## config.mk

```make
export PLATFORM = sky130hd
export DESIGN_NAME = layernorm_stream
export DESIGN_NICKNAME = d
export VERILOG_FILES = /design/src/rtl/layernorm_pkg.sv /design/src/rtl/rsqrt_norm_lut.sv /design/src/rtl/layernorm_stream.sv
export SDC_FILE = /design/constraint.sdc
export NUM_CORES = 2
export LEC_CHECK = 0
export CAP_MARGIN = 20
export CELL_PAD_IN_SITES_DETAIL_PLACEMENT = 0
export CELL_PAD_IN_SITES_GLOBAL_PLACEMENT = 2
export CORE_MARGIN = 5
export CORE_UTILIZATION = 49
export DETAILED_ROUTE_END_ITERATION = 16
export PLACE_DENSITY = 0.88
export SLEW_MARGIN = 5
export SYNTH_ARGS = -nofsm -noshare
export SYNTH_HDL_FRONTEND = slang
export SYNTH_SLANG_ARGS = --single-unit
export TNS_END_PERCENT = 1
```

## constraint.sdc

```tcl
create_clock -name clk -period 19.4 [get_ports clk]
set_clock_uncertainty 0.05 [all_clocks]
set_input_delay 3.88 -clock clk [delete_from_list [all_inputs] [get_ports clk]]
set_output_delay 3.88 -clock clk [all_outputs]
set_load 0.01 [all_outputs]
```

## src/rtl/layernorm_pkg.sv

```systemverilog
`default_nettype none
// ============================================================================
//  Module      : layernorm_pkg
//  Description : Shared widths, FSM state type and saturation helper for the
//                streaming LayerNorm / RMSNorm engine.
//  Revision    : 1.0 - initial release
// ============================================================================
package layernorm_pkg;

  // Width of the generic saturation helper's working value.
  localparam int c_SAT_W = 64;

  typedef enum logic [1:0] {
    LOAD  = 2'd0,
    STAT  = 2'd1,
    RSQRT = 2'd2,
    EMIT  = 2'd3
  } ln_state_t;

  // Signed running sum of D elements of width dw.
  function automatic int acc1_w(input int dw, input int log2d);
    return dw + log2d;
  endfunction

  // Unsigned running sum of D squares of width-dw elements.
  function automatic int acc2_w(input int dw, input int log2d);
    return 2 * dw + log2d;
  endfunction

  // rsqrt carries one integer bit so that rsqrt(0 or 1) = 1.0 is representable.
  function automatic int rs_w(input int frac_w);
    return frac_w + 1;
  endfunction

  // Clamp a signed value to the range of an out_w-bit signed number.
  function automatic logic signed [c_SAT_W-1:0] sat(input logic signed [c_SAT_W-1:0] v,
                                                   input int out_w);
    logic signed [c_SAT_W-1:0] hi;
    logic signed [c_SAT_W-1:0] lo;
    hi = (c_SAT_W'(1) <<< (out_w - 1)) - c_SAT_W'(1);
    lo = ~hi;
    if (v > hi) return hi;
    if (v < lo) return lo;
    return v;
  endfunction

endpackage
`default_nettype wire

```

## src/rtl/rsqrt_norm_lut.sv

```systemverilog
`default_nettype none
// ============================================================================
//  Module      : rsqrt_norm_lut
//  Description : Reciprocal square root of an unsigned variance. The input is
//                normalised by the smallest even right shift that brings it
//                below 2^ADDR_W, looked up in a table built at elaboration,
//                and the result is shifted right by half the normalising shift.
//                Two-cycle latency, fully pipelined.
//  Revision    : 1.0 - initial release
// ============================================================================
module rsqrt_norm_lut
  import layernorm_pkg::*;
#(
  parameter int ADDR_W = 8,
  parameter int FRAC_W = 8,
  parameter int VAR_W  = 16
) (
  input  logic              clk,
  input  logic              rst,
  input  logic              in_valid,
  input  logic [VAR_W-1:0]  in_var,
  output logic              out_valid,
  output logic [FRAC_W:0]   out_rs
);

  localparam int c_RS_W   = rs_w(FRAC_W);
  // Even shifts 0,2,..,2*(c_NSH-1); the last one always empties in_var.
  localparam int c_NSH    = (VAR_W + 1) / 2 + 1;
  localparam int c_HALF_W = $clog2(c_NSH + 1);
  localparam int c_DEPTH  = 2 ** ADDR_W;

  // round(2^FRAC_W / sqrt(max(idx,1))) as the largest r with
  // (2r-1)^2 * idx <= 4^(FRAC_W+1), found by a bitwise search.
  function automatic logic [c_RS_W-1:0] rsqrt_entry(input int idx);
    longint unsigned den;
    longint unsigned lim;
    longint unsigned r;
    longint unsigned t;
    den = (idx < 1) ? 64'd1 : 64'(idx);
    lim = 64'd1 << (2 * FRAC_W + 2);
    r   = 64'd0;
    for (int b = FRAC_W; b >= 0; b--) begin
      t = r | (64'd1 << b);
      if ((64'd2 * t - 64'd1) * (64'd2 * t - 64'd1) * den <= lim) r = t;
    end
    return c_RS_W'(r);
  endfunction

  logic [c_RS_W-1:0]   w_lut [c_DEPTH];
  logic [c_HALF_W-1:0] w_half;
  logic [ADDR_W-1:0]   w_idx;

  logic                r_v1;
  logic [ADDR_W-1:0]   r_idx;
  logic [c_HALF_W-1:0] r_half;
  logic                r_v2;
  logic [c_RS_W-1:0]   r_rs;

  for (genvar gi = 0; gi < c_DEPTH; gi++) begin : g_lut
    assign w_lut[gi] = rsqrt_entry(gi);
  end

  // Pick the smallest even shift (stored as shift/2) that fits the table index.
  always_comb begin
    w_half = '0;
    for (int k = c_NSH - 1; k >= 0; k--) begin
      if (((in_var >> (2 * k)) >> ADDR_W) == '0) w_half = c_HALF_W'(k);
    end
  end

  assign w_idx = ADDR_W'(in_var >> (2 * w_half));

  // Stage 1 registers the normalised index; stage 2 looks up and denormalises.
  // The result is held until the next request so the consumer can reuse it.
  always_ff @(posedge clk) begin
    if (rst) begin
      r_v1   <= 1'b0;
      r_idx  <= '0;
      r_half <= '0;
      r_v2   <= 1'b0;
      r_rs   <= '0;
    end else begin
      r_v1 <= in_valid;
      r_v2 <= r_v1;
      if (in_valid) begin
        r_idx  <= w_idx;
        r_half <= w_half;
      end
      if (r_v1) r_rs <= w_lut[r_idx] >> r_half;
    end
  end

  assign out_valid = r_v2;
  assign out_rs    = r_rs;

endmodule
`default_nettype wire

```

## src/rtl/layernorm_stream.sv

```systemverilog
`default_nettype none
// ============================================================================
//  Module      : layernorm_stream
//  Description : Streaming LayerNorm / RMSNorm over D-element vectors. Buffers
//                one vector while accumulating sum and sum of squares, derives
//                mean and variance, obtains rsqrt from rsqrt_norm_lut and emits
//                sat(gamma*(x-mean)*rsqrt + beta) on a backpressured stream.
//  Revision    : 1.0 - initial release
// ============================================================================
module layernorm_stream
  import layernorm_pkg::*;
#(
  parameter int D      = 64,
  parameter int DW     = 8,
  parameter int FRAC_W = 8,
  parameter int ADDR_W = 8,
  parameter int G_FRAC = 6,
  parameter int OUT_W  = 8
) (
  input  logic                    clk,
  input  logic                    rst,
  input  logic                    in_valid,
  output logic                    in_ready,
  input  logic signed [DW-1:0]    in_x,
  input  logic signed [DW-1:0]    in_gamma,
  input  logic signed [DW-1:0]    in_beta,
  input  logic                    in_last,
  input  logic                    rms_mode,
  output logic                    out_valid,
  input  logic                    out_ready,
  output logic signed [OUT_W-1:0] out_y,
  output logic                    out_last,
  output logic                    err_len
);

  localparam int c_LOG2D  = $clog2(D);
  localparam int c_ACC1_W = acc1_w(DW, c_LOG2D);
  localparam int c_ACC2_W = acc2_w(DW, c_LOG2D);
  localparam int c_RS_W   = rs_w(FRAC_W);
  localparam int c_SQ_W   = 2 * DW;
  localparam int c_VAR_W  = c_SQ_W;
  localparam int c_D_W    = DW + 1;
  localparam int c_P_W    = c_D_W + (c_RS_W + 1) + DW;
  localparam int c_SH     = FRAC_W + G_FRAC;

  ln_state_t r_state;
  ln_state_t w_state_nxt;

  logic [c_LOG2D-1:0]         r_cnt;
  logic [c_LOG2D-1:0]         r_ocnt;
  logic signed [c_ACC1_W-1:0] r_sum;
  logic [c_ACC2_W-1:0]        r_sumsq;
  logic                       r_rms;
  logic signed [DW-1:0]       r_mean;
  logic                       r_in_ready;
  logic                       r_err;
  logic                       r_out_valid;
  logic                       r_out_last;
  logic signed [OUT_W-1:0]    r_out_y;

  logic signed [DW-1:0]       r_bx [D];
  logic signed [DW-1:0]       r_bg [D];
  logic signed [DW-1:0]       r_bb [D];

  logic                       w_take;
  logic                       w_cnt_end;
  logic                       w_len_err;
  logic                       w_vec_done;
  logic                       w_adv;
  logic                       w_load_out;
  logic                       w_final;
  logic signed [c_SQ_W-1:0]   w_xsq;
  logic signed [DW-1:0]       w_mean_ln;
  logic signed [c_SQ_W-1:0]   w_mean_sq;
  logic [c_VAR_W-1:0]         w_ms;
  logic [c_VAR_W-1:0]         w_var;
  logic signed [DW-1:0]       w_mean_use;
  logic                       w_rs_start;
  logic                       w_rs_valid;
  logic [c_RS_W-1:0]          w_rs;
  logic signed [c_D_W-1:0]    w_d;
  logic signed [c_P_W-1:0]    w_p;
  logic signed [c_P_W-1:0]    w_q;
  logic signed [OUT_W-1:0]    w_y;

  // ---------------------------------------------------------------- input side
  assign w_take     = (r_state == LOAD) && r_in_ready && in_valid;
  assign w_cnt_end  = (r_cnt == c_LOG2D'(D - 1));
  assign w_len_err  = w_take && (in_last != w_cnt_end);
  assign w_vec_done = w_take && in_last && w_cnt_end;
  assign w_xsq      = c_SQ_W'(in_x) * c_SQ_W'(in_x);

  // ---------------------------------------------------------------- statistics
  assign w_mean_ln  = DW'(r_sum >>> c_LOG2D);
  assign w_mean_sq  = c_SQ_W'(w_mean_ln) * c_SQ_W'(w_mean_ln);
  assign w_ms       = c_VAR_W'(r_sumsq >> c_LOG2D);
  // The floored mean can make mean^2 exceed ms slightly, hence the clamp.
  assign w_var      = r_rms ? w_ms
                    : ((w_ms >= $unsigned(w_mean_sq)) ? (w_ms - $unsigned(w_mean_sq)) : '0);
  assign w_mean_use = r_rms ? '0 : w_mean_ln;
  assign w_rs_start = (r_state == STAT);

  rsqrt_norm_lut #(
    .ADDR_W (ADDR_W),
    .FRAC_W (FRAC_W),
    .VAR_W  (c_VAR_W)
  ) u_rsqrt (
    .clk       (clk),
    .rst       (rst),
    .in_valid  (w_rs_start),
    .in_var    (w_var),
    .out_valid (w_rs_valid),
    .out_rs    (w_rs)
  );

  // ---------------------------------------------------------------- output side
  assign w_adv = !r_out_valid || out_ready;

  // Normalise the buffered element selected by r_ocnt.
  always_comb begin
    w_d = c_D_W'(r_bx[r_ocnt]) - c_D_W'(r_mean);
    w_p = c_P_W'(w_d) * c_P_W'($signed({1'b0, w_rs})) * c_P_W'(r_bg[r_ocnt]);
    w_q = (w_p >>> c_SH) + c_P_W'(r_bb[r_ocnt]);
    w_y = OUT_W'(sat(c_SAT_W'(w_q), OUT_W));
  end

  // State register.
  always_ff @(posedge clk) begin
    if (rst) r_state <= LOAD;
    else     r_state <= w_state_nxt;
  end

  // Next state plus output-register load / vector-complete strobes.
  always_comb begin
    w_state_nxt = r_state;
    w_load_out  = 1'b0;
    w_final     = 1'b0;
    case (r_state)
      LOAD: begin
        if (w_vec_done) w_state_nxt = STAT;
      end
      STAT: begin
        w_state_nxt = RSQRT;
      end
      RSQRT: begin
        if (w_rs_valid) begin
          w_load_out  = 1'b1;
          w_state_nxt = EMIT;
        end
      end
      EMIT: begin
        if (r_out_valid && r_out_last) begin
          if (out_ready) begin
            w_final     = 1'b1;
            w_state_nxt = LOAD;
          end
        end else if (w_adv) begin
          w_load_out = 1'b1;
        end
      end
      default: w_state_nxt = LOAD;
    endcase
  end

  // Accumulators, beat counter, mode latch, mean register and error pulse.
  always_ff @(posedge clk) begin
    if (rst) begin
      r_cnt      <= '0;
      r_sum      <= '0;
      r_sumsq    <= '0;
      r_rms      <= 1'b0;
      r_mean     <= '0;
      r_err      <= 1'b0;
      r_in_ready <= 1'b0;
    end else begin
      r_err      <= w_len_err;
      r_in_ready <= (w_state_nxt == LOAD);
      if (w_take) begin
        if (r_cnt == '0) r_rms <= rms_mode;
        if (w_len_err) begin
          r_cnt   <= '0;
          r_sum   <= '0;
          r_sumsq <= '0;
        end else begin
          r_sum   <= r_sum + c_ACC1_W'(in_x);
          r_sumsq <= r_sumsq + c_ACC2_W'($unsigned(w_xsq));
          r_cnt   <= w_cnt_end ? '0 : r_cnt + 1'b1;
        end
      end
      if (r_state == STAT) r_mean <= w_mean_use;
      if (w_final) begin
        r_sum   <= '0;
        r_sumsq <= '0;
      end
    end
  end

  // Element buffer; contents are only meaningful for a complete vector.
  always_ff @(posedge clk) begin
    if (w_take) begin
      r_bx[r_cnt] <= in_x;
      r_bg[r_cnt] <= in_gamma;
      r_bb[r_cnt] <= in_beta;
    end
  end

  // Output register: advances only when empty or being consumed.
  always_ff @(posedge clk) begin
    if (rst) begin
      r_out_valid <= 1'b0;
      r_out_y     <= '0;
      r_out_last  <= 1'b0;
      r_ocnt      <= '0;
    end else if (w_load_out) begin
      r_out_valid <= 1'b1;
      r_out_y     <= w_y;
      r_out_last  <= (r_ocnt == c_LOG2D'(D - 1));
      r_ocnt      <= r_ocnt + 1'b1;
    end else if (w_final) begin
      r_out_valid <= 1'b0;
      r_out_last  <= 1'b0;
      r_ocnt      <= '0;
    end
  end

  assign in_ready  = r_in_ready;
  assign out_valid = r_out_valid;
  assign out_y     = r_out_y;
  assign out_last  = r_out_last;
  assign err_len   = r_err;

endmodule
`default_nettype wire
```

==> flow_summary.yaml <==
grt:
  wire_length_of_the_first_global_routing_pass_mm: 278
  grtUsageTotal: 0.225
  grt_max_degree: 87
  first_global_vias: 42500
  grt_remaining_overflow: 0
  grt_antenna_before_repair: 17
route:
  wire_length_per_cell_after_detailed_routing_um: 26.9
  drt_first_pass_iters: 5
  antenna_violating_nets_post_route: 0
  num_vias: 41700
  drt_iter0_drc: 4466
  drt_drc_violations_left: 0
  route.detailed.vias_per_inst: 5.96
  postRouteWirelength_mm: 188
floorplan:
  dieArea_um2: 167000
  rows: 146
  die_width_um: 409
  initial_utilization: 0.493
  top_level_ports: 42
  core_region_area_um2: 158000
  floorplan.die.height_um: 409
min_path:
  worstHoldEndpoint: "r_sumsq[0]"
  hold_path.class: "reg2reg"
  hold_depth: 2
  hp-start: "r_sumsq[0]"
synthesis:
  syn_inst: 4658
  number_of_flops_mapped_to_enable_cells_by_yosys: 1536
  post-synth-top-area-fraction: 0.591
  synth.area.top_cells: "edfxtp_1 (59%), mux4_2 (14%), fa_1 (6.8%)"
  synth.cell_area_um2: 78000
  dominantRegCellSynth: "edfxtp_1"
  synth_nets: 5187
  yosysWarnings: 0
  netlist.top_cell.by_area: "edfxtp_1"
  synth-seq-cells: 1635
  unique_cell_type_count_in_the_yosys_netlist: 77
  synth_seq_area_share: 0.617
  list_of_most_frequent_post_synthesis_cells: "edfxtp_1 (1536), mux4_2 (499), inv_1 (410)"
  post-synth-top-count-cell: "edfxtp_1"
  synthesis.area_per_instance_um2: 16.7
  synth_async_sr_flop_share: 0
layout:
  drive_gt1_frac: 0.205
  flow.area_growth_from_synthesis_pct: 10.9
  finish.net_count: 5313
  final_util: 0.546
critical_path:
  endpoint_kind: "flop"
  timing.critical_path.from_type: "flop"
  worst_r2r_path_depth: 58
  critical_path_fanout_max: 32
  timing_worst_setup_path_type: "reg2reg"
  arrival_ns: 17.00
  worst_r2r_endpoint: "out_y[3]"
  timing.critical_path.mode_cell: "fa_1"
  worst_endpoint_required_time_ns: 19.99
  worst-r2r-setup-slack_ns: 2.99
  cpPeakStageDelay_ns: 0.83
  critPathSlowestCell: "dfxtp_4"
timing:
  max_slew_headroom: 0.136
  finalCritPeriodShare: 0.846
  maxSlewViolCount: 0
  worst_slew_pin_slew_ns: 1.26
  rsz0062_at_grt: "false"
  setup_violations: 0
  timing.final.hold_violations: 0
  totalNegativeSetupSlack_ns: 0
  final_period_minus_worst_setup_slack_ns: 16.41
  max_freq_mhz: 60.9
clock_tree:
  clkLatencyLatePin_ns: 0.80
  cts_buffers: 162
  maximum_clock_insertion_buffer_count: 3
  post_cts_hold_buffer_count: 0
  clockRootBuffer: "clkbuf_16"
  cts_setup_buffers: 0
  post_cts_resized: 0
  clk_pin_slew_ns: 0.07
  htree_num_levels: 4
  numClockSinks: 1635
  tritoncts: "done"
pwr:
  power.static_leakage_nw: 29.3
  worst_ir_drop_vdd_uv: 149
  power.density_cell_area_nw_per_um2: 104
placed_design:
  dp_hpwl_mm: 111
  place.port_buffers: 41
  gpl.final_weighted_congestion: 0.820
run:
  drv.max_cap_violation_count: 0
run_status:
  status: "complete, no violations"
[routing by layer]
layer,wire length (um),part of all wire,GRT usage
met2,93000,0.49,0.374
met5,95,0.00051,0
met1,72200,0.38,0.300
met4,5490,0.029,0.0650
met3,17200,0.092,0.0537
[power by group]
| part | total, W | switching (W) | internal (W) |
|---|---|---|---|
| clock network | 0.00307 | 0.00134 | 0.00173 |
| registers | 0.00388 | 0.0000166 | 0.00386 |
| logic | 0.00208 | 0.00121 | 0.000869 |
[registers in the layout, summed over array words and instances, names as in the netlist, 2 cells and up, named ones only]
register and count:
r_bb 512, r_bg 512, r_bx 512, r_sumsq 22
r_sum 14, u_rsqrt.out_rs 9, out_y 8, r_mean 8
u_rsqrt.r_idx 8, r_cnt 6, r_ocnt 6, u_rsqrt.r_half 3
r_state 2
[critical path: cells and delay by family, from the launching register on]
kind | cells | cell delay (ns)
compound gates | 20 | 4.21
xor+xnor | 2 | 0.35
fa+ha+maj | 14 | 5.96
buf+inv | 8 | 1.12
flops | 1 | 0.83
mux | 5 | 2.03
simple gates | 9 | 1.63
[how the worst max path moves through the flow]
stage / cells past startpoint / slack (ns) / end / start
2_1_floorplan: 58 / 4.52 / out_y[2] / flop
6_report: 58 / 2.99 / out_y[3] / flop
3_3_place_gp: 54 / 3.20 / out_y[2] / flop
4_1_cts: 58 / 2.97 / out_y[3] / flop
5_1_grt: 62 / 1.73 / out_y[5] / flop
3_5_place_dp: 54 / 3.06 / out_y[3] / flop
[layout by cell type (no fill, tap or decap), types with 30 or more instances in the layout]
cell type  instances
a21o_1            30
a21oi_1          111
and2_1            80
buf_4            115
clkbuf_16        168
clkinv_1          34
dfxtp_1           93
edfxtp_1        1536
fa_1             266
ha_1             233
inv_1            410
mux2i_1           44
mux4_2           499
nand2_1          194
nand2b_1          44
nand3_1           36
nor2_1           240
nor2_2            58
nor2b_1           31
nor3_1            37
o21ai_0           96
or2_2             32
xnor2_1           78
xor2_1            43
[area by class of cell]
| cell class | count | area, um2 |
|---|---|---|
| fill | 12100 | 71800 |
| sequential | 1635 | 48100 |
| multi-input combinational | 2405 | 27700 |
| clock buffer | 195 | 4310 |
| tap | 2072 | 2590 |
| inverter | 411 | 1540 |
| timing repair buffer | 169 | 1400 |
| clock inverter | 96 | 850 |
| antenna | 6 | 15.0 |
[logic make-up (layout without fill, tap and decap cells)]
group                    count (synthesis)  after routing  share of synthesized area
flip-flops                            1635           1635                      0.617
other                                    0              6                          0
buffers and inverters                  618            871                     0.0305
AO/OA/AOI/OAI                          419            419                     0.0341
adder cells (fa/ha/maj)                499            499                      0.106
XOR/XNOR                               121            121                     0.0136
AND/OR/NAND/NOR                        815            815                     0.0487
multiplexers                           551            551                      0.151
[through the flow]
| step | cells | cell area (um2) | hold WS, ns | total power [W] | setup WS, ns |
|---|---|---|---|---|---|
| floorplan | 4658 | 78000 | 0.379 | 0.00557 | 4.52 |
| global placement | 6682 | 81200 | 0.392 | 0.00601 | 3.20 |
| detailed placement | 6682 | 81200 | 0.401 | 0.00602 | 3.06 |
| CTS | 6973 | 86300 | 0.408 | 0.00908 | 2.97 |
| global route | 6983 | 86500 | 0.433 | 0.00952 | 1.73 |
| finish | 6989 | 86500 | 0.409 | 0.00903 | 2.99 |
No activity file was read; power rests on OpenSTA's default activity.
